### src/rtl/gshare_bht_if.sv
// Fetch/execute-side bundle for the gshare branch predictor: IF lookup,
// registered prediction return, and EX training/repair.
interface gshare_bht_if #(
   parameter int IDX_W = 8,
   parameter int GHR_W = 8
);
   logic             rd_en;
   logic [31:0]      pc_if;
   logic             predict_taken;
   logic [IDX_W-1:0] predict_idx;
   logic [GHR_W-1:0] predict_ghr;
   logic             update_en;
   logic             taken;
   logic [IDX_W-1:0] update_idx;
   logic [GHR_W-1:0] update_ghr;
   logic             mispredict;

   modport master (
      output rd_en, pc_if, update_en, taken, update_idx, update_ghr, mispredict,
      input  predict_taken, predict_idx, predict_ghr
   );

   modport slave (
      input  rd_en, pc_if, update_en, taken, update_idx, update_ghr, mispredict,
      output predict_taken, predict_idx, predict_ghr
   );
endinterface

### src/rtl/gshare_bht.sv
// Gshare direction predictor: saturating counters indexed by PC ^ speculative
// global history, trained and history-repaired from EX.
module gshare_bht #(
   parameter int DEPTH = 256,
   parameter int CNT_W = 2,
   parameter int GHR_W = 8
) (
   input  logic         clk,
   input  logic         reset_n,
   gshare_bht_if.slave  bus
);
   localparam int IDX_W = $clog2(DEPTH);
   localparam logic [CNT_W-1:0] CNT_RST = CNT_W'((1 << (CNT_W - 1)) - 1);
   localparam logic [CNT_W-1:0] CNT_MAX = '1;

   logic [CNT_W-1:0] cnt_q [DEPTH];
   logic [GHR_W-1:0] ghr_q;
   logic [IDX_W-1:0] rd_idx;
   logic             rd_bit;
   logic             taken_p1;
   logic [IDX_W-1:0] idx_p1;
   logic [GHR_W-1:0] ghr_p1;
   logic             unused_pc;

   function automatic logic [CNT_W-1:0] sat_step(input logic [CNT_W-1:0] c,
                                                input logic up);
      if (up)
         return (c == CNT_MAX) ? c : c + CNT_W'(1);
      return (c == '0) ? c : c - CNT_W'(1);
   endfunction

   // Truncating the concatenation drops the oldest bit; also covers GHR_W=1.
   function automatic logic [GHR_W-1:0] shift_in(input logic [GHR_W-1:0] h,
                                                 input logic b);
      return GHR_W'({h, b});
   endfunction

   assign rd_idx    = bus.pc_if[1 +: IDX_W] ^ IDX_W'(ghr_q);
   assign rd_bit    = cnt_q[rd_idx][CNT_W-1];
   assign unused_pc = ^{bus.pc_if[31:IDX_W+1], bus.pc_if[0]};

   // Stage p0 -> p1: table lookup, registered prediction
   always_ff @(posedge clk or negedge reset_n) begin
      if (!reset_n) begin
         taken_p1 <= 1'b0;
         idx_p1   <= '0;
         ghr_p1   <= '0;
      end else if (bus.rd_en) begin
         taken_p1 <= rd_bit;
         idx_p1   <= rd_idx;
         ghr_p1   <= ghr_q;
      end
   end

   // Repair from EX outranks the speculative shift of a same-cycle lookup
   always_ff @(posedge clk or negedge reset_n) begin
      if (!reset_n)
         ghr_q <= '0;
      else if (bus.update_en && bus.mispredict)
         ghr_q <= shift_in(bus.update_ghr, bus.taken);
      else if (bus.rd_en)
         ghr_q <= shift_in(ghr_q, rd_bit);
   end

   // Training write; a same-cycle lookup reads the old value (no bypass)
   always_ff @(posedge clk or negedge reset_n) begin
      if (!reset_n) begin
         for (int i = 0; i < DEPTH; i++)
            cnt_q[i] <= CNT_RST;
      end else if (bus.update_en) begin
         cnt_q[bus.update_idx] <= sat_step(cnt_q[bus.update_idx], bus.taken);
      end
   end

   assign bus.predict_taken = taken_p1;
   assign bus.predict_idx   = idx_p1;
   assign bus.predict_ghr   = ghr_p1;
endmodule

### src/flat_wrapper.sv
// flat-port wrapper written by rule: the top's interface ports become plain ports
module gshare_bht_flat 
#(
   parameter int DEPTH = 256,
   parameter int CNT_W = 2,
   parameter int GHR_W = 8
)
  (clk, reset_n, bus_rd_en, bus_pc_if, bus_update_en, bus_taken, bus_update_idx, bus_update_ghr, bus_mispredict, bus_predict_taken, bus_predict_idx, bus_predict_ghr);
  gshare_bht_if #(.IDX_W(8), .GHR_W(GHR_W)) bus_i ();
  input  logic clk;
  input  logic reset_n;
  input wire logic [$bits(bus_i.rd_en)-1:0] bus_rd_en;
  input wire logic [$bits(bus_i.pc_if)-1:0] bus_pc_if;
  input wire logic [$bits(bus_i.update_en)-1:0] bus_update_en;
  input wire logic [$bits(bus_i.taken)-1:0] bus_taken;
  input wire logic [$bits(bus_i.update_idx)-1:0] bus_update_idx;
  input wire logic [$bits(bus_i.update_ghr)-1:0] bus_update_ghr;
  input wire logic [$bits(bus_i.mispredict)-1:0] bus_mispredict;
  output wire logic [$bits(bus_i.predict_taken)-1:0] bus_predict_taken;
  output wire logic [$bits(bus_i.predict_idx)-1:0] bus_predict_idx;
  output wire logic [$bits(bus_i.predict_ghr)-1:0] bus_predict_ghr;
  assign bus_i.rd_en = bus_rd_en;
  assign bus_i.pc_if = bus_pc_if;
  assign bus_i.update_en = bus_update_en;
  assign bus_i.taken = bus_taken;
  assign bus_i.update_idx = bus_update_idx;
  assign bus_i.update_ghr = bus_update_ghr;
  assign bus_i.mispredict = bus_mispredict;
  assign bus_predict_taken = bus_i.predict_taken;
  assign bus_predict_idx = bus_i.predict_idx;
  assign bus_predict_ghr = bus_i.predict_ghr;
  gshare_bht #(.DEPTH(DEPTH), .CNT_W(CNT_W), .GHR_W(GHR_W)) u_core (.clk(clk), .reset_n(reset_n), .bus(bus_i));
endmodule
### config.mk
export PLATFORM = sky130hd
export DESIGN_NAME = gshare_bht_flat
export DESIGN_NICKNAME = d
export VERILOG_FILES = /design/src/rtl/gshare_bht_if.sv /design/src/rtl/gshare_bht.sv /design/src/flat_wrapper.sv
export SDC_FILE = /design/constraint.sdc
export NUM_CORES = 1
export LEC_CHECK = 0
export ABC_AREA = 1
export BUFFER_PORTS_ARGS = -buffer_cell sky130_fd_sc_hd__buf_2
export CAP_MARGIN = 15
export CORE_MARGIN = 10
export CORE_UTILIZATION = 40
export DETAILED_ROUTE_END_ITERATION = 7
export PLACE_DENSITY = 0.59
export SYNTH_ARGS = -nofsm -noshare
export SYNTH_HDL_FRONTEND = slang
export SYNTH_SLANG_ARGS = --single-unit
### constraint.sdc
create_clock -name clk -period 4.67 [get_ports clk]
set_input_delay 0.2335 -clock clk [delete_from_list [all_inputs] [get_ports clk]]
set_output_delay 0.2335 -clock clk [all_outputs]
set_load 0.02 [all_outputs]
-- Word-level counts from Yosys, hierarchy flattened
Cells that the tools add are included.
W data, S select, Z words.
- register bits after elaboration: 537
- bits of input ports: 54
- output and inout port bits: 17
- logic and storage cells: 291
- $add $sub $neg: 2
- magnitude comparators: 3
- equality and inequality tests: 1
- multiplexer cells: 18
- bitwise logic cells: 3
- reduce and logical (&&, ||, !) cells: 4
- operators with widths (cell ; number):
    $bwmux W512 ; 1
    $bmux W2 S8 ; 2
    $mux W2 ; 10
    $ge A9 B9 Y1 const B ; 2
    $not A8 Y9 ; 2
    $demux W2 S8 ; 1
    $mux W8 ; 2
    $lt A9 B1 Y1 const B ; 1
    $xor A8 B8 Y8 ; 1
    $add A2 B1 Y2 const B ; 1
    $eq A2 B2 Y1 const B ; 1
    $logic_and A1 B1 Y1 ; 2
    $logic_not A2 Y1 ; 1
    $mux W1 ; 2
    $reduce_bool A2 Y1 ; 1
    $sub A2 B1 Y2 const B ; 1

-- Depth between registers and ports, before layout
Gate-level depths: netlist of the first run.
- depth after elaboration: 10
- depth in mapped cells: 22
- depth with buffers taken out: 18

-- Worst setup path after synthesis of the first run
Ideal clock, no wire load.
- kind: input to register
- start: input bus_update_idx[1]
- end: register u_core.cnt_q[19] (netlist bit)
- library setup time: 118 ps
- arrival time: 2084 ps
- data required time: 4552 ps
- slack: 2468 ps
- stages on the path: 19
- path buffers: 5
- cell sequence: buf_2 nand2_1 buf_4 buf_4 nor2_1 a21oi_1 nand2_1 nand2_1 nand2_1 nor2_1 nor2_1 nor2_1 nand2_1 nor2_1 nand3_1 buf_2 buf_1 nand3_1 nand2_1
- word-level cells in the longest chain between the ends: 10
- elaborated cells on any way between the ends: 19
- those cells by class: add/sub (2); order compare (2); eq/ne (1); mux (11); bitwise (1); reduce/logical (2)
- ends and longest elaborated chain (element ; line ; RTL):
    from (decl) ; flat_wrapper.sv:16 ; input wire logic [$bits(bus_i.update_idx)-1:0] bus_update_idx;
    $not A8 Y9 (implied by the code) (*) ; gshare_bht.sv:71 ; cnt_q[bus.update_idx] <= sat_step(cnt_q[bus.update_idx], bus.taken);
    $bmux W2 S8 ; gshare_bht.sv:71 ;
    $mux W2 (implied by the code) (2 in series) ; gshare_bht.sv:71 ;
    $add A2 B1 Y2 / $eq A2 B2 Y1 (equally long branches) ; gshare_bht.sv:28 ; return (c == CNT_MAX) ? c : c + CNT_W'(1);
    $mux W2 ; gshare_bht.sv:28 ;
    $mux W2 ; gshare_bht.sv:27 ; if (up)
    $mux W2 ; gshare_bht.sv:29 ; return (c == '0) ? c : c - CNT_W'(1);
    $mux W2 ; gshare_bht.sv:70 ; end else if (bus.update_en) begin
    $bwmux W512 (*) ; gshare_bht.sv:71 ;
    to (signal, indexed assignment) ; gshare_bht.sv:71 ;
    to (decl) ; gshare_bht.sv:16 ; logic [CNT_W-1:0] cnt_q [DEPTH];
Every way passes the cells marked *; elsewhere a longest branch is shown, timed or not. The select of a mux whose other input is x is not followed.
A chain may end at the register's enable or synchronous reset.

-- Worst setup path after layout of the first run
- start: input bus_update_idx[0]
- end: register u_core.cnt_q[190] (netlist bit)
Same word-level chain as after synthesis.

==> results.py, run 1 <==
metrics = {
    "status": {
        "status": "completed",
    },
    "worst_setup_path": {
        "critPathLaunch": "bus_update_idx[0]",
        "ff2ff_path_depth": 17,
        "end_kind": "flop",
        "path_common_cell": "nand2_1",
        "slowest_delay_ps": 620,
        "slowest_stage": "buf_12",
        "critPathKind": "in2reg",
        "critPathTopFamily": "simple AND/OR/NAND/NOR gates",
        "ff2ff_setup_slack_ps": 1660,
        "crit_chain": "buf_6 -> nand2_1 -> clkinv_2 -> buf_4 -> nand2_1 -> nand4_1 -> nand2_1 -> nand2_1 -> nor2_1 -> nor2_1 -> nor2_1 -> nand2_1 -> nand2_1 -> nand2_1 -> nor2_1 -> nand2_1 -> nand2_4 -> buf_12 -> nand2_1 -> nand2_1",
        "crit_buf_inv": 4,
        "r2r_start": "u_core.cnt_q[253]$_DFFE_PN0P_",
        "r2r-end": "u_core.cnt_q[421]$_DFFE_PN0P_",
        "required_ps": 5270,
        "worstPathMaxFanout": 153,
        "worstPathArrival_ps": 3890,
        "crit_path_start_kind": "input pin",
    },
    "detailed_routing": {
        "final_antenna_net_count": 0,
        "first_iter_violations": 3403,
        "routed_wl_microns": 120000,
        "vias_per_cell": 5.32,
        "drt_first_pass_iters": 6,
        "routedWlPerCell_microns": 20.4,
        "route.detailed.drc": 0,
        "vias": 31300,
    },
    "cts": {
        "path_clk_slew_ps": 60,
        "clock-sinks": 537,
        "cts_resized": 0,
        "worstSkewPairLatency_ps": 660,
        "cts_root_buffer": "clkbuf_16",
        "cts_tree": "yes",
        "cts_buffer_depth": 3,
        "h-tree-depth": 2,
        "cts_buffers": 61,
    },
    "floorplanning": {
        "rows": 102,
        "core_sq_um": 77700,
        "fp.dieW_microns": 300,
        "io_pins": 71,
        "die_h_microns": 300,
        "die_area_sq_um": 90300,
        "start_util": 0.405,
    },
    "yosys": {
        "synth.most_common_cell": "nand2_1",
        "synth-edff-count": 0,
        "synth.avg_cell_area_sq_um": 6.48,
        "synth.top_cell.area_share": 0.285,
        "ys_warn_count": 0,
        "ys_async_sr_fraction": 1.00,
        "yosys-top-cells-count": "nand2_1 (2387), inv_1 (546), nand3_1 (501)",
        "yosys-top-cells-area": "nand2_1 (28%), dfrtp_1 (22%), dfstp_2 (21%)",
        "synth.cell_area_sq_um": 31500,
        "synth_largest_area_cell": "nand2_1",
        "syn_nets": 4912,
        "synthCells": 4858,
        "ys_ff_latch": 537,
        "synth_ff_type": "dfrtp_1",
        "synth_cell_type_count": 24,
        "seq_area_frac_synth": 0.437,
    },
    "sta": {
        "hold_violations": 0,
        "fin_crit_sh": 0.704,
        "clock_skew_ps": 26.8,
        "slew_violations": 0,
        "worstMarginPinSlew_ps": 1260,
        "slew_headroom": 0.157,
        "setup_viol": 0,
        "rsz0062_at_grt": "no",
        "tns_ps": 0,
        "layout_min_cycle_time_ps": 3290,
        "fmax_ghz": 0.304,
    },
    "power_and_ir_drop": {
        "pwr_density_cell_nw_per_um2": 354,
        "max-vdd-ir-drop_mv": 0.318,
        "leakagePower_uw": 0.0166,
    },
    "min_path": {
        "holdPathEnd": "u_core.bus.predict_idx[7]$_DFFE_PN0P_",
        "min_from": "bus_pc_if[8]",
        "min_delay_path_depth": 3,
        "worstHoldPathType": "in2reg",
    },
    "cells_and_area": {
        "final_cells": 5883,
        "fin_util": 0.450,
        "layout.area.seq_sq_um": 13800,
        "diodes": 0,
        "fillers": 8052,
        "area_growth_pct": 11.2,
        "multi_input_area_sq_um": 14600,
        "drive_above_1_share": 0.103,
        "fin_nets": 4844,
    },
    "grt": {
        "grt_first_pass_wirelength_microns": 182000,
        "grt_max_degree": 167,
        "antenna_found_initial": 2,
        "grt_pass1_vias": 29300,
        "grt-ovfl-total": 0,
        "track_usage": 0.261,
    },
    "job": {
        "cap_violations": 0,
    },
    "place": {
        "port_buffers": 45,
        "dp_cells": 5758,
        "place_congestion": 0.900,
        "place_hpwl_microns": 69000,
    },
}
[cell usage in the layout (no fill, tap or decap), types with 16 or more instances in the layout]
cell and n:
nand4_1 50, nor2_1 204, clkinv_2 16, a21oi_1 29, dfstp_2 256, nand3_1 500
clkbuf_16 61, inv_1 544, nand2_1 2383, buf_12 23, buf_2 43, clkbuf_8 19
o21ai_0 119, buf_4 49, dfrtp_1 281, nor3_1 157, o21ai_1 28
[routing by layer]
metal / up-vias / routed length (microns) / global-route usage
met4: 0 / 5380 / 0.109
met5: - / 0 / 0
li1: 14800 / - / -
met1: 14900 / 51600 / 0.360
met2: 1368 / 51700 / 0.399
met3: 288 / 11100 / 0.0453
[power breakdown]
group | switching, uW | total, uW | internal, uW
registers | 95.1 | 4990 | 4890
clock network | 2140 | 5120 | 2980
logic | 1740 | 2290 | 549
[metrics by stage]
step	area, sq um	hold WS (ps)	power (uW)	setup slack [ps]
finish	35000	27.1	12400	1380
global route	35000	73.1	12800	1180
CTS	35000	20.2	12400	1520
detailed placement	32800	255	7290	855
global placement	32800	248	7280	884
floorplan	31500	-62.1	6280	2470
[layout make-up]
type | instances | area share
multi-input combinational | 3505 | 0.416
sequential | 537 | 0.393
inverter | 559 | 0.0602
clock buffer | 91 | 0.0523
tap | 1040 | 0.0372
timing repair buffer | 126 | 0.0332
clock inverter | 25 | 0.00798
[worst min-delay path, stage by stage]
cell and delay (ps):
buf_2 80, xnor2_1 140, o21ai_0 180
[sequential cells by signal, indices dropped and copies added (netlist names)]
signal / flops
u_core.cnt_q: 512
u_core.bus.predict_taken: 1
u_core.bus.predict_idx: 8
u_core.bus.predict_ghr: 8
u_core.ghr_q: 8
[worst max-delay path by stage]
stage | end | slack, ps | depth (start not counted)
6_report | u_core.cnt_q[190]$_DFFE_PN1P_ | 1380 | 20
5_1_grt | u_core.cnt_q[58]$_DFFE_PN1P_ | 1180 | 20
4_1_cts | u_core.cnt_q[466]$_DFFE_PN1P_ | 1520 | 20
3_5_place_dp | u_core.cnt_q[466]$_DFFE_PN1P_ | 850 | 20
3_3_place_gp | u_core.cnt_q[226]$_DFFE_PN1P_ | 880 | 20
2_1_floorplan | u_core.cnt_q[19]$_DFFE_PN0P_ | 2470 | 19
[cells by family (layout without fill, tap and decap cells)]
kind of cell	after synthesis	count (layout)	share of synthesized area
AO/OA/AOI/OAI	194	194	0.0322
XOR/XNOR	8	8	0.00223
buffers and inverters	816	801	0.104
flip-flops	537	537	0.437
AND/OR/NAND/NOR	3303	3303	0.424
[timing repair]
| item | 4_1_cts | 5_1_grt |
|---|---|---|
| buffers inserted | 0 | 0 |
| hold buffers | 9 | 0 |
| endpoints found under the hold margin | 78 | 0 |
Power figures use the tool's default switching activity.
==> run 2: changes to the inputs <==
Settings changed: ABC_AREA 1 to 0.
Clock period 4.67 ns to 3.4 ns, I/O delays scaled along.
==> run 2 against run 1 <==
  * The flow now finishes with violations (setup timing)
  * Setup slack worse by 1600 ps
  * Flip-flop and latch count unchanged
  * Synthesized area down 9.5%
  * Critical path depth down 10
  * Sequential share of layout area up 0.18 points
  * Clock skew down 10 ps
  * Combinational power up 66%
  * Design area down 0.45%
  * Register-to-register slack worse by 1900 ps
  * Count of clock-buffer cells in the layout down 4
  * First-iteration DRC count down 22%
  * Via count down 23%
  * Largest cell class unchanged
  * Highest routed layer is now met5
==> results.py, run 2 <==
metrics = {
    "status": {
        "status": "finished with violations",
        "violations": "setup timing",
    },
    "cells_and_area": {
        "final_common_cell": "o21ai_0",
        "final_cell_mix": "o21ai_0 (295), dfrtp_1 (281), dfstp_2 (256)",
        "final_cells": 3670,
        "area_growth_pct": 22.3,
        "largest_reg_flops": 512,
        "fin_util": 0.496,
        "top_register": "u_core.cnt_q",
        "fin_nets": 2739,
        "drive_above_1_share": 0.369,
        "diodes": 0,
    },
    "worst_setup_path": {
        "critPathKind": "reg2reg",
        "required_ps": 3930,
        "r2r-end": "u_core.cnt_q[114]$_DFFE_PN1P_",
        "crit_path_start_kind": "flop",
        "end_kind": "flop",
        "worstPathMaxFanout": 8,
        "r2r_start": "u_core.cnt_q[464]$_DFFE_PN1P_",
        "ff2ff_path_depth": 10,
        "worstPathArrival_ps": 4160,
        "ff2ff_setup_slack_ps": -240,
    },
    "sta": {
        "setup_viol": 504,
        "fin_crit_sh": 1.07,
        "worstMarginPinSlew_ps": 1380,
        "hold_violations": 0,
        "fmax_ghz": 0.275,
        "slew_headroom": 0.0784,
        "rsz0062_at_grt": "yes",
        "fin_ws_ps": -235,
        "tns_ps": -69130,
        "slew_violations": 0,
        "layout_min_cycle_time_ps": 3640,
        "hold_ws_ps": 78.9,
        "clock_skew_ps": 16.8,
    },
    "floorplanning": {
        "fp.dieW_microns": 287,
        "die_h_microns": 287,
        "die_area_sq_um": 82300,
        "start_util": 0.405,
        "io_pins": 71,
        "rows": 97,
        "core_sq_um": 70300,
    },
    "detailed_routing": {
        "route.detailed.drc": 0,
        "routed_wl_microns": 98300,
        "first_iter_violations": 2667,
        "vias": 24000,
        "routedWlPerCell_microns": 26.8,
        "final_antenna_net_count": 0,
        "drt_first_pass_iters": 6,
        "vias_per_cell": 6.53,
    },
    "yosys": {
        "yosys-top-cells-count": "o21ai_0 (313), dfrtp_1 (281), dfstp_2 (256)",
        "syn_nets": 2672,
        "synth.most_common_cell": "o21ai_0",
        "yosys-top-cells-area": "dfrtp_1 (25%), dfstp_2 (24%), mux4_2 (12%)",
        "synth_cell_type_count": 64,
        "synth.top_cell.area_share": 0.247,
        "ys_async_sr_fraction": 1.00,
        "synth-edff-count": 0,
        "synth_largest_area_cell": "dfrtp_1",
        "synth.cell_area_sq_um": 28500,
        "seq_area_frac_synth": 0.483,
        "synthCells": 2618,
        "synth.avg_cell_area_sq_um": 10.9,
        "ys_warn_count": 0,
        "ys_ff_latch": 537,
        "synth_ff_type": "dfrtp_1",
    },
    "cts": {
        "cts_buffer_depth": 3,
        "clock-sinks": 537,
        "cts_buffers": 57,
        "path_clk_slew_ps": 60,
        "cts_root_buffer": "clkbuf_16",
        "h-tree-depth": 2,
        "worstSkewPairLatency_ps": 630,
        "cts_tree": "yes",
    },
    "grt": {
        "grt_max_degree": 99,
        "grt_pass1_vias": 23300,
        "track_usage": 0.231,
        "grt_first_pass_wirelength_microns": 149000,
        "grt-ovfl-total": 0,
        "antenna_found_initial": 4,
    },
    "place": {
        "port_buffers": 45,
        "dpl_worst_slack_ps": -321,
        "place_congestion": 0.908,
        "place_hpwl_microns": 64400,
        "dp_cells": 3544,
    },
    "job": {
        "cap_violations": 0,
    },
    "power_and_ir_drop": {
        "max-vdd-ir-drop_mv": 0.416,
        "pwr_density_cell_nw_per_um2": 501,
        "leakagePower_uw": 0.0131,
    },
    "min_path": {
        "worstHoldPathType": "in2reg",
        "holdPathEnd": "u_core.bus.predict_idx[7]$_DFFE_PN0P_",
        "min_from": "bus_pc_if[8]",
        "min_delay_path_depth": 4,
    },
}
[run 2: cell count changes after synthesis, moves of 187 or more]
cell     delta
a21oi_1   +194
nand3_1   -465
o31ai_1   +187
inv_1     -545
nand2_1  -2137
o21ai_0   +194
[run 2: worst max-delay path, stage by stage, from the launching register on]
cell and delay, ps:
dfstp_2 370, mux4_2 450, mux2_4 290, a22oi_2 190
o2111ai_2 130, or4_4 440, or4b_4 570, maj3_4 480
buf_12 210, buf_16 160, o31ai_4 230
[run 2: logic make-up (layout without fill, tap and decap cells)]
| family | after synthesis | in the layout | synth area share |
|---|---|---|---|
| buffers and inverters | 327 | 439 | 0.0497 |
| muxes | 260 | 260 | 0.160 |
| AOI/OAI and AO/OA | 1041 | 1041 | 0.234 |
| xor gates and xnor gates | 14 | 14 | 0.00430 |
| and+or+nand+nor | 437 | 437 | 0.0677 |
| DFF | 537 | 537 | 0.483 |
| adders and majority gates | 2 | 2 | 0.000747 |
[run 2: layout make-up]
class                           count  area, sq um
Clock buffer                       87         1790
Multi-Input combinational cell   1754        14700
Inverter                            2         7.51
Sequential cell                   537        13800
Clock inverter                     17         93.8
Fill cell                        6085        35400
Timing Repair Buffer              333         3260
Tap cell                          940         1180
[run 2: metrics by stage]
step / instance area [sq um] / power, uW
6_report: 34800 / 17400
5_1_grt: 34800 / 18000
4_1_cts: 34200 / 17300
3_5_place_dp: 31200 / 10800
3_3_place_gp: 31200 / 10700
2_1_floorplan: 28500 / 9370
[run 2: worst max path at each step]
stage / startpoint / endpoint / slack, ps / cells past startpoint
global route: u_core.cnt_q[464]$_DFFE_PN1P_ / u_core.cnt_q[88]$_DFFE_PN1P_ / -300 / 10
global placement: bus_update_idx[0] / u_core.cnt_q[295]$_DFFE_PN0P_ / -310 / 13
CTS: u_core.cnt_q[464]$_DFFE_PN1P_ / u_core.cnt_q[282]$_DFFE_PN1P_ / -170 / 10
finish: u_core.cnt_q[464]$_DFFE_PN1P_ / u_core.cnt_q[114]$_DFFE_PN1P_ / -240 / 10
detailed placement: bus_update_idx[0] / u_core.cnt_q[355]$_DFFE_PN0P_ / -320 / 13
floorplan: bus_update_idx[2] / u_core.cnt_q[132]$_DFFE_PN1P_ / 20 / 13
[run 2: where the power goes]
group / internal [uW] / switching (uW) / leakage [uW]
clock network: 3610 / 2680 / 0.000946
logic: 1590 / 2230 / 0.00569
registers: 6990 / 349 / 0.00644
[run 2: repair_timing]
| action | 4_1_cts | 5_1_grt |
|---|---|---|
| hold endpoints to repair | 69 | 0 |
| buffers inserted | 2 | 0 |
| pin swaps | 41 | 37 |
| endpoints found under the setup margin | 472 | 506 |
| gates resized for setup | 157 | 82 |
| cloned | 4 | 5 |
| hold buffers | 9 | 0 |
[run 2: routing by layer]
layer | part of all wire | GRT usage | wire (microns) | up-vias
met5 | 0.00041 | 0 | 40 | -
met4 | 0.047 | 0.0946 | 4620 | 6
met3 | 0.081 | 0.0443 | 7980 | 261
met2 | 0.46 | 0.361 | 45600 | 1086
met1 | 0.41 | 0.313 | 40100 | 12300
li1 | - | - | - | 10300
